===== config.mk =====
export PLATFORM = sky130hd
export DESIGN_NAME = strobe_enable_gen
export DESIGN_NICKNAME = d
export VERILOG_FILES = /design/src/rtl/strobe_enable_gen.sv
export SDC_FILE = /design/constraint.sdc
export NUM_CORES = 1
export LEC_CHECK = 0
export ABC_AREA = 1
export CAP_MARGIN = 20
export CORE_MARGIN = 8
export CORE_UTILIZATION = 35
export CTS_CLUSTER_SIZE = 12
export DETAILED_ROUTE_END_ITERATION = 10
export GPL_ROUTABILITY_DRIVEN = 1
export HOLD_SLACK_MARGIN = 0.15
export PLACE_DENSITY_LB_ADDON = 0.2
export SLEW_MARGIN = 20
export SYNTH_ARGS = -nofsm -noshare
export SYNTH_HDL_FRONTEND = slang
export SYNTH_SLANG_ARGS = --single-unit

===== constraint.sdc =====
create_clock -name clk_i -period 1.9 [get_ports clk_i]
set_clock_uncertainty 0.1 [all_clocks]
set_input_delay 0.285 -clock clk_i [delete_from_list [all_inputs] [get_ports clk_i]]
set_output_delay 0.285 -clock clk_i [all_outputs]
set_load 0.02 [all_outputs]

===== src/rtl/strobe_enable_gen.sv =====
// Programmable enable-strobe generator: emits one-cycle enable strobes every
// P clocks, either for a burst of N strobes or continuously until stopped.
module strobe_enable_gen #(
   parameter int DIV_W = 8,
   parameter int CNT_W = 8
) (
   input  logic             clk_i,
   input  logic             reset_i,
   input  logic             start_i,
   input  logic             stop_i,
   input  logic [DIV_W-1:0] period_i,
   input  logic [CNT_W-1:0] burst_len_i,
   output logic             enable_o,
   output logic             busy_o,
   output logic             done_o,
   output logic [CNT_W-1:0] pulses_o
);

   localparam logic [1:0] ST_IDLE = 2'd0;
   localparam logic [1:0] ST_RUN  = 2'd1;
   localparam logic [1:0] ST_DONE = 2'd2;

   logic [1:0]       state_q,  state_d;
   logic [DIV_W-1:0] period_q, period_d;
   logic [CNT_W-1:0] burst_q,  burst_d;
   logic [DIV_W-1:0] phase_q,  phase_d;
   logic [CNT_W-1:0] pulses_q, pulses_d;
   logic             enable_q, enable_d;
   logic             busy_q,   busy_d;
   logic             done_q,   done_d;
   logic [CNT_W-1:0] pulses_inc;

   assign pulses_inc = pulses_q + CNT_W'(1);

   always_comb begin
      state_d  = state_q;
      period_d = period_q;
      burst_d  = burst_q;
      phase_d  = phase_q;
      pulses_d = pulses_q;
      enable_d = 1'b0;
      busy_d   = busy_q;
      done_d   = 1'b0;
      case (state_q)
         ST_IDLE: begin
            // stop has priority over a simultaneous start
            if (start_i && !stop_i) begin
               period_d = (period_i == '0) ? DIV_W'(1) : period_i;
               burst_d  = burst_len_i;
               pulses_d = '0;
               phase_d  = DIV_W'(1);
               busy_d   = 1'b1;
               state_d  = ST_RUN;
            end
         end
         ST_RUN: begin
            if (stop_i) begin
               busy_d  = 1'b0;
               state_d = ST_IDLE;
            end else if (phase_q == period_q) begin
               enable_d = 1'b1;
               phase_d  = DIV_W'(1);
               pulses_d = pulses_inc;
               if (burst_q != '0 && pulses_inc == burst_q) begin
                  state_d = ST_DONE;
               end
            end else begin
               phase_d = phase_q + DIV_W'(1);
            end
         end
         ST_DONE: begin
            busy_d  = 1'b0;
            done_d  = 1'b1;
            state_d = ST_IDLE;
         end
         default: begin
            busy_d  = 1'b0;
            state_d = ST_IDLE;
         end
      endcase
   end

   always_ff @(posedge clk_i or posedge reset_i) begin
      if (reset_i) begin
         state_q  <= ST_IDLE;
         period_q <= '0;
         burst_q  <= '0;
         phase_q  <= '0;
         pulses_q <= '0;
         enable_q <= 1'b0;
         busy_q   <= 1'b0;
         done_q   <= 1'b0;
      end else begin
         state_q  <= state_d;
         period_q <= period_d;
         burst_q  <= burst_d;
         phase_q  <= phase_d;
         pulses_q <= pulses_d;
         enable_q <= enable_d;
         busy_q   <= busy_d;
         done_q   <= done_d;
      end
   end

   assign enable_o = enable_q;
   assign busy_o   = busy_q;
   assign done_o   = done_q;
   assign pulses_o = pulses_q;

endmodule


# Yosys cells after proc, flatten, opt, wreduce, memory -nomap -nowiden
# Cells that the tools add are included.
[classes]
n_addsub = 2
n_eq_ne = 10
muxes = 21
reduce_logical = 12
[op_table]
columns = ["op", "count"]
rows = [
  ["$mux 8", 7],
  ["$pmux 8 s2", 2],
  ["$add 8x1->8 const B", 2],
  ["$eq 8x8->1", 2],
  ["$logic_not 8->1", 1],
  ["$mux 2", 4],
  ["$ne 2x2->1 const B", 4],
  ["$reduce_bool 8->1", 1],
  ["$mux 1", 6],
  ["$ne 3x3->1 const B", 2],
  ["$reduce_and 3->1", 2],
  ["$pmux 2 s2", 1],
  ["$reduce_and 2->1", 2],
  ["$reduce_and 4->1", 1],
  ["$eq 2x1->1 const B", 1],
  ["$eq 2x2->1 const B", 1],
  ["$logic_and 1x1->1", 2],
  ["$logic_not 2->1", 1],
  ["$pmux 1 s2", 1],
  ["$reduce_bool 2->1", 1],
  ["$logic_not 1->1", 1],
]
[word_totals]
regBits = 37
input_bits = 20
output_inout_bits = 11
word_cells = 53

# Depth between registers and ports, before layout
# Gate-level depths: netlist of run 1.
[depth]
depth_word = 7
depth_mapped = 12
depth_no_buf = 12

# Least setup slack after synthesis of run 1
# Ideal clock, no wire load.
[synth_timing]
kind = "reg2reg"
from = "register pulses_q[0], in the netlist pulses_o[0]"
to = "register state_q[0]"
setup_time_ns = 0.128
arrival_ns = 1.550
t_required_ns = 1.672
slack_ns = 0.122
path_stages_with_launch = 11
path_buffers = 0
synth_period_minus_slack_ns = 1.778
cell_sequence = "dfrtp_1 -> ha_1 -> or2_2 -> nand2_1 -> inv_1 -> nand2_1 -> nand3_1 -> nor2_1 -> nand3_1 -> nand3_1 -> nand2_1"
[synth_via]
elab_chain_cells = 5
[synth_rtl]
columns = ["item", "line", "text"]
rows = [
  ["start, declared", "27", "logic [CNT_W-1:0] pulses_q, pulses_d;"],
  ["start signal, assigned", "98", "pulses_q <= pulses_d;"],
  ["$add 8x1->8", "33", "assign pulses_inc = pulses_q + CNT_W'(1);"],
  ["$eq 8x8->1", "64", "if (burst_q != '0 && pulses_inc == burst_q) begin"],
  ["$logic_and 1x1->1", "64", ""],
  ["$ne 3x3->1 (no source line)", "--", ""],
  ["$reduce_and 3->1 (no source line)", "--", ""],
  ["end signal, assigned", "94", "state_q <= state_d;"],
  ["end, declared", "23", "logic [1:0] state_q, state_d;"],
]
# Every way passes these cells.
# A chain may end at the register's enable or synchronous reset.

# Worst setup path in the final report of run 1
[layout_timing]
from = "register pulses_q[3], in the netlist pulses_o[3]"
to = "output port pulses_o[3]"
[layout_lines]
columns = ["item", "line", "text"]
rows = [
  ["end, declared", "16", "output logic [CNT_W-1:0] pulses_o"],
]
# No word-level cell between the ends.

==> run_results.csv, run 1 <==
group,metric,value,unit
finish,nets,360,
worst_setup_path,crit_buf_inv,1,
grt,grt_pass1_vias,1754,
worst_setup_path,r2r_cells,10,
synthesis,synthTopCellsByArea,"dfrtp_1, nand2_1, inv_1, nand3_1, nor2_1",
die,die_y,92.9,um
synthesis,synthCells,285,
power,swShare,38.3,%
worst_setup_path,cp-start-kind,"register",
routing,drc_errors,0,
synthesis,async_flop_share,100,%
synthesis,ys.flop_type,"dfrtp_1",
finish,syn_to_final_growth,31.6,%
grt,antenna_found_initial,0,
routing,first_pass_iters,4,
timing,layout_min_cycle_time,1790,ps
power,power_switching,1.15,mW
synthesis,synthTopCellsByCount,"nand2_1, inv_1, dfrtp_1",
power,p_seq_share,39.9,%
die,fp-row-count,28,
outcome,status,"finished, final reports clean",
timing,finalMaxSlewViolations,0,
worst_setup_path,regToRegSetupSlack,140,ps
synthesis,ys_ff_latch,37,
synthesis,synth_top_area_cell,"dfrtp_1",
routing,viasPerCell,4.47,
synthesis,ys_seq_area_share,44.7,%
finish,n_antenna_cell,0,
cts,numCtsBuffers,5,
synthesis,synth.top_cell.area_share,44.7,%
timing,grt_setup_unrepaired,"no",
synthesis,yosys.cell_types.count,26,
timing,hold_viol,0,
cts,clkSinkCount,37,
power,p_clk_share,20.5,%
grt,grt_max_degree,38,
timing,slew_headroom,67.1,%
cts,insertion_delay,290,ps
worst_setup_path,startpoint,"pulses_o[3]",
worst_setup_path,arrival,1410,ps
finish,design_area,0.00273,mm2
synthesis,syn_area,0.00207,mm2
die,core_area,0.00582,mm2
worst_setup_path,crit_path_end_kind,"primary output",
routing,routed_wl,5.06,mm
synthesis,synth-edff-count,0,
place,placed_area,0.00253,mm2
timing,tightestPinTransition,493,ps
cts,cts_max_path_buffers,2,
die,io_pins,31,
worst_setup_path,slowest_delay,650,ps
synthesis,ys_warn_count,0,
synthesis,syn_avg_cell_area,7.27,um2
cts,cts_tree,"built",
synthesis,syn_nets,307,
die,die_w,92.9,um
worst_setup_path,critPathKind,"register to primary output",
grt,gr-total-overflow,0,
timing,fmax,558,MHz
timing,fin_setup_tns,0,ps
place,dpl.hpwl,3.74,mm
routing,num_vias,1851,
worst_setup_path,cp_max_fo,7,
finish,drive_gt1_share,15.0,%
worst_setup_path,reg2reg_from,"phase_q[1]",
place,gp_congestion,0.801,
worst_setup_path,cp.required,1510,ps
grt,gr-usage-all-layers,12.2,%
worst_setup_path,crit_family,"buffers and inverters",
timing,hold_ws,308,ps
power,p_per_area,1100,mW/mm2
timing,timing.final.crit_share,94.3,%
finish,fillCellCount,621,
timing,finalSetupViolCount,0,
routing,wire_per_inst,12.2,um
power,vdd_drop_max,624,uV
die,start_util,35.6,%
power,p_int,1.84,mW
grt,grt_pass1_wl,8.41,mm
power,p_leak,1.30,nW
die,die_area,0.00863,mm2
place,port_buffers,30,
power,pwr-share-comb,39.7,%
synthesis,synth_most_common_cell,"nand2_1",
routing,detailedRoute.firstIterationViolations,81,
worst_setup_path,slowest_stage,"clkdlybuf4s50_1",
hold_path,hold_path.class,"primary input to async pin",
worst_setup_path,r2r_end,"pulses_o[2]",
cts,h-tree-depth,2,
cts,root_buffer,"clkbuf_8",
routing,ant_nets,0,
cts,clk_pin_slew,70,ps
worst_setup_path,cp_cell_sequence,"clkdlybuf4s50_1",
run,cap_violations,0,
-- worst max path at each step --
stage                       end  cells after the start  slack, ps
floorplan            state_q[0]                     10        120
global placement    pulses_o[5]                     11         50
detailed placement  pulses_o[2]                     11         20
CTS                 pulses_o[2]                     11          4
global route        pulses_o[2]                     10          2
finish              pulses_o[3]                      1        110
-- power by group through the flow --
stage | clock network, mW | registers (mW) | logic (mW)
finish | 0.613 | 1.19 | 1.19
global route | 0.667 | 1.22 | 1.34
CTS | 0.632 | 1.19 | 1.07
detailed placement | 0 | 1.21 | 1.06
global placement | 0 | 1.20 | 1.05
floorplan | 0 | 1.19 | 0.728
-- logic make-up (layout without fill, tap and decap cells) --
logic type      Yosys count  count (layout)  synth area share (%)
compound gates           27              27                  8.16
xor+xnor                  4               4                  1.69
fa+ha+maj                 2               2                  1.21
buf+inv                  45              99                  8.28
flops                    37              37                  44.7
simple gates            170             170                  36.0
-- registers in the layout, indices dropped and copies added, names as in the netlist --
register,flops
burst_q,8
period_q,8
busy_o,1
phase_q,8
pulses_o,8
done_o,1
state_q,2
enable_o,1
-- cell type report --
class                      count  area, um2  area share, %
clock buffer                   7       96.3           3.54
clock inverter                 1       5.00          0.184
inverter                      43        166           6.11
multi-input combinational    203        993           36.5
sequential                    37        927           34.0
tap                           75       93.8           3.44
timing repair buffer          48        443           16.3
-- cells in the final DEF, fill, tap and decap left out, drive strengths merged --
master,synthesis,routed
nor4,2,2
clkinv,1,2
or2,1,1
nand3b,1,1
xnor2,1,1
o21ai,22,22
nor2,29,29
ha,2,2
buf,0,18
xor2,3,3
nand2,105,105
nor3,3,3
clkbuf,2,7
nand3,26,26
a21oi,5,5
inv,42,42
nand4,3,3
clkdlybuf4s50,0,30
dfrtp,37,37
-- through the flow --
| step | power [mW] | utilization [%] | std cells | worst slack (ps) |
|---|---|---|---|---|
| 2_1_floorplan | 1.92 | - | 285 | 122 |
| 3_3_place_gp | 2.25 | 43.5 | 398 | 54.5 |
| 3_5_place_dp | 2.27 | 43.5 | 398 | 23.4 |
| 4_1_cts | 2.89 | 45.3 | 406 | 4.14 |
| 5_1_grt | 3.23 | 46.9 | 414 | 1.70 |
| 6_report | 2.99 | 46.9 | 414 | 108 |
-- metal layers --
| metal | up-vias | wire length [um] | track usage (%) |
|---|---|---|---|
| li1 | 998 | - | - |
| met1 | 818 | 2760 | 18.1 |
| met2 | 30 | 2080 | 16.7 |
| met3 | 5 | 157 | 2.27 |
| met4 | 0 | 69 | 4.83 |
| met5 | - | 0 | 0 |
-- worst reg2reg max path, stage by stage, from the launching register on --
cell and delay (ps):
dfrtp_1 380, inv_1 80, nand2_1 60, nand2_1 60, nor2_2 130, nand2_1 70
nor2_2 150, inv_2 70, a21oi_4 300, nand2_4 140, o21ai_2 150
-- repair_timing --
| action | in CTS | in global routing |
|---|---|---|
| setup buffers | 0 | 8 |
| setup endpoints to repair | 0 | 14 |
| resized for setup | 0 | 12 |
| hold buffers | 0 | 0 |
No activity file was read; power rests on OpenSTA's default activity.
==> run 2: changes to the inputs <==
CORE_UTILIZATION = 54   (was 35)
==> run 2 against run 1 <==
  * Via count increased by 0.54%
  * Total power is 0.83% higher
  * Count of clock-buffer cells in the layout down 1
  * Register-to-register slack barely moved
  * Routed wire length is 11% lower
  * Combinational power down 8%
  * Global-route usage increased by 4.2 points
  * Sequential share of layout area increased by 1.4 points
  * Maximum frequency fell by 2.9%
  * Setup slack worse by 53 ps
  * Sequential power about the same
  * Worst hold slack worse by 24 ps
==> run_results.csv, run 2 (same netlist as run 1, synthesis figures left out) <==
group,metric,value,unit
worst_setup_path,slowest_delay,590,ps
timing,hold_ws,284,ps
worst_setup_path,r2r_cells,10,
finish,n_antenna_cell,0,
timing,hold_viol,0,
cts,cts_max_path_buffers,2,
routing,ant_nets,0,
die,core_area,0.00369,mm2
worst_setup_path,crit_path_end_kind,"primary output",
routing,routed_wl,4.51,mm
worst_setup_path,arrival,1460,ps
routing,viasPerCell,4.91,
finish,fillCellCount,328,
power,vdd_drop_max,801,uV
timing,layout_min_cycle_time,1840,ps
die,die_y,77.9,um
cts,ctsHoldBuffers,0,
timing,finalSetupViolCount,0,
run,cap_violations,0,
grt,grt_pass1_vias,1786,
place,gp_congestion,0.880,
routing,detailedRoute.firstIterationViolations,131,
die,die_area,0.00607,mm2
place,port_buffers,30,
outcome,status,"finished, final reports clean",
grt,grt_max_degree,38,
finish,nets,352,
timing,finalMaxSlewViolations,0,
routing,num_vias,1861,
routing,first_pass_iters,4,
grt,antenna_found_initial,0,
grt,gr-total-overflow,0,
finish,final_common_cell,"nand2_1",
place,dpl.hpwl,3.47,mm
finish,utilization,71.3,%
routing,drc_errors,0,
finish,layout_common_cells,"nand2_1, inv_1, dfrtp_1, clkdlybuf4s50_1, nor2_1",
finish,seqCellArea,931,um2
power,p_leak,1.26,nW
worst_setup_path,cp.required,1510,ps
worst_setup_path,regToRegSetupSlack,150,ps
worst_setup_path,critPathKind,"register to primary output",
timing,fmax,542,MHz
cts,insertion_delay,300,ps
cts,numCtsBuffers,5,
cts,clk_pin_slew,80,ps
timing,slew_headroom,69.3,%
hold_path,hold_path.class,"primary input to async pin",
finish,multiInputGateArea,981,um2
die,start_util,56.1,%
finish,syn_to_final_growth,27.1,%
die,fp-row-count,22,
die,die_w,77.9,um
worst_setup_path,reg2reg_from,"pulses_o[0]",
cts,cts_tree,"built",
cts,h-tree-depth,2,
timing,tightestPinTransition,456,ps
worst_setup_path,cp_cell_sequence,"buf_4 > clkdlybuf4s50_1",
grt,grt_pass1_wl,7.97,mm
worst_setup_path,crit_family,"buffers and inverters",
cts,root_buffer,"clkbuf_8",
worst_setup_path,cp_max_fo,5,
die,io_pins,31,
worst_setup_path,crit_buf_inv,2,
power,p_per_area,1150,mW/mm2
grt,gr-usage-all-layers,16.4,%
worst_setup_path,r2r_end,"state_q[0]",
routing,wire_per_inst,11.9,um
worst_setup_path,cp-start-kind,"register",
finish,drive_gt1_share,12.7,%
timing,timing.final.crit_share,97.1,%
worst_setup_path,slowest_stage,"clkdlybuf4s50_1",
cts,clkSinkCount,37,
-- run 2: cell types whose count changed in the layout (fill, tap and decap cells not counted), moves of 2 or more --
cell / before / now
buf_4: 16 / 10
buf_6: 2 / 0
dfrtp_1: 36 / 33
dfrtp_2: 1 / 4
inv_1: 36 / 39
inv_2: 4 / 2
-- run 2: report_power, final --
group	switching [mW]	total, mW	leakage, nW	internal (mW)
clock	0.298	0.724	0.0574	0.427
sequential	0.184	1.19	0.475	1.00
combinational	0.646	1.10	0.729	0.459
-- run 2: final cells by class --
type	count	share of cell area [%]
Clock buffer	6	3.14
Clock inverter	2	1.43
Inverter	43	6.23
Multi-Input combinational cell	203	37.3
Sequential cell	37	35.4
Tap cell	48	2.28
Timing Repair Buffer	40	14.3
-- run 2: worst min-delay path: cells and delay by family --
family                 cells  cell delay (ps)
buffers and inverters      3              840
-- run 2: worst max path at each step --
stage | from | to | slack, ps | cells after the start
finish | pulses_o[0] | pulses_o[0] | 60 | 2
global placement | stop_i | state_q[0] | 100 | 11
global route | pulses_o[0] | pulses_o[0] | -3 | 2
detailed placement | stop_i | pulses_o[3] | 60 | 9
floorplan | pulses_o[0] | state_q[0] | 120 | 10
CTS | pulses_o[0] | pulses_o[0] | 30 | 2
-- run 2: repair_timing --
action                                  4_1_cts  5_1_grt
pin swaps                                     0        1
gates resized for setup                       1        7
buffers inserted                              0        2
endpoints found under the setup margin        1       16
-- run 2: stage by stage --
| stage | power (mW) | std cells | worst slack [ps] | TNS (ps) | area [um2] |
|---|---|---|---|---|---|
| 2_1_floorplan | 1.92 | 285 | 122 | 0 | 2070 |
| 3_3_place_gp | 2.24 | 369 | 102 | 0 | 2480 |
| 3_5_place_dp | 2.27 | 369 | 61.0 | 0 | 2480 |
| 4_1_cts | 3.00 | 377 | 29.1 | 0 | 2610 |
| 5_1_grt | 3.24 | 379 | -3.44 | -5.16 | 2630 |
| 6_report | 3.02 | 379 | 55.3 | 0 | 2630 |
-- run 2: layer usage --
metal	part of all wire [%]	global-route usage [%]
met2	41	23.8
met5	0	0
met3	6.7	4.84
met4	1.7	7.78
met1	50	21.8
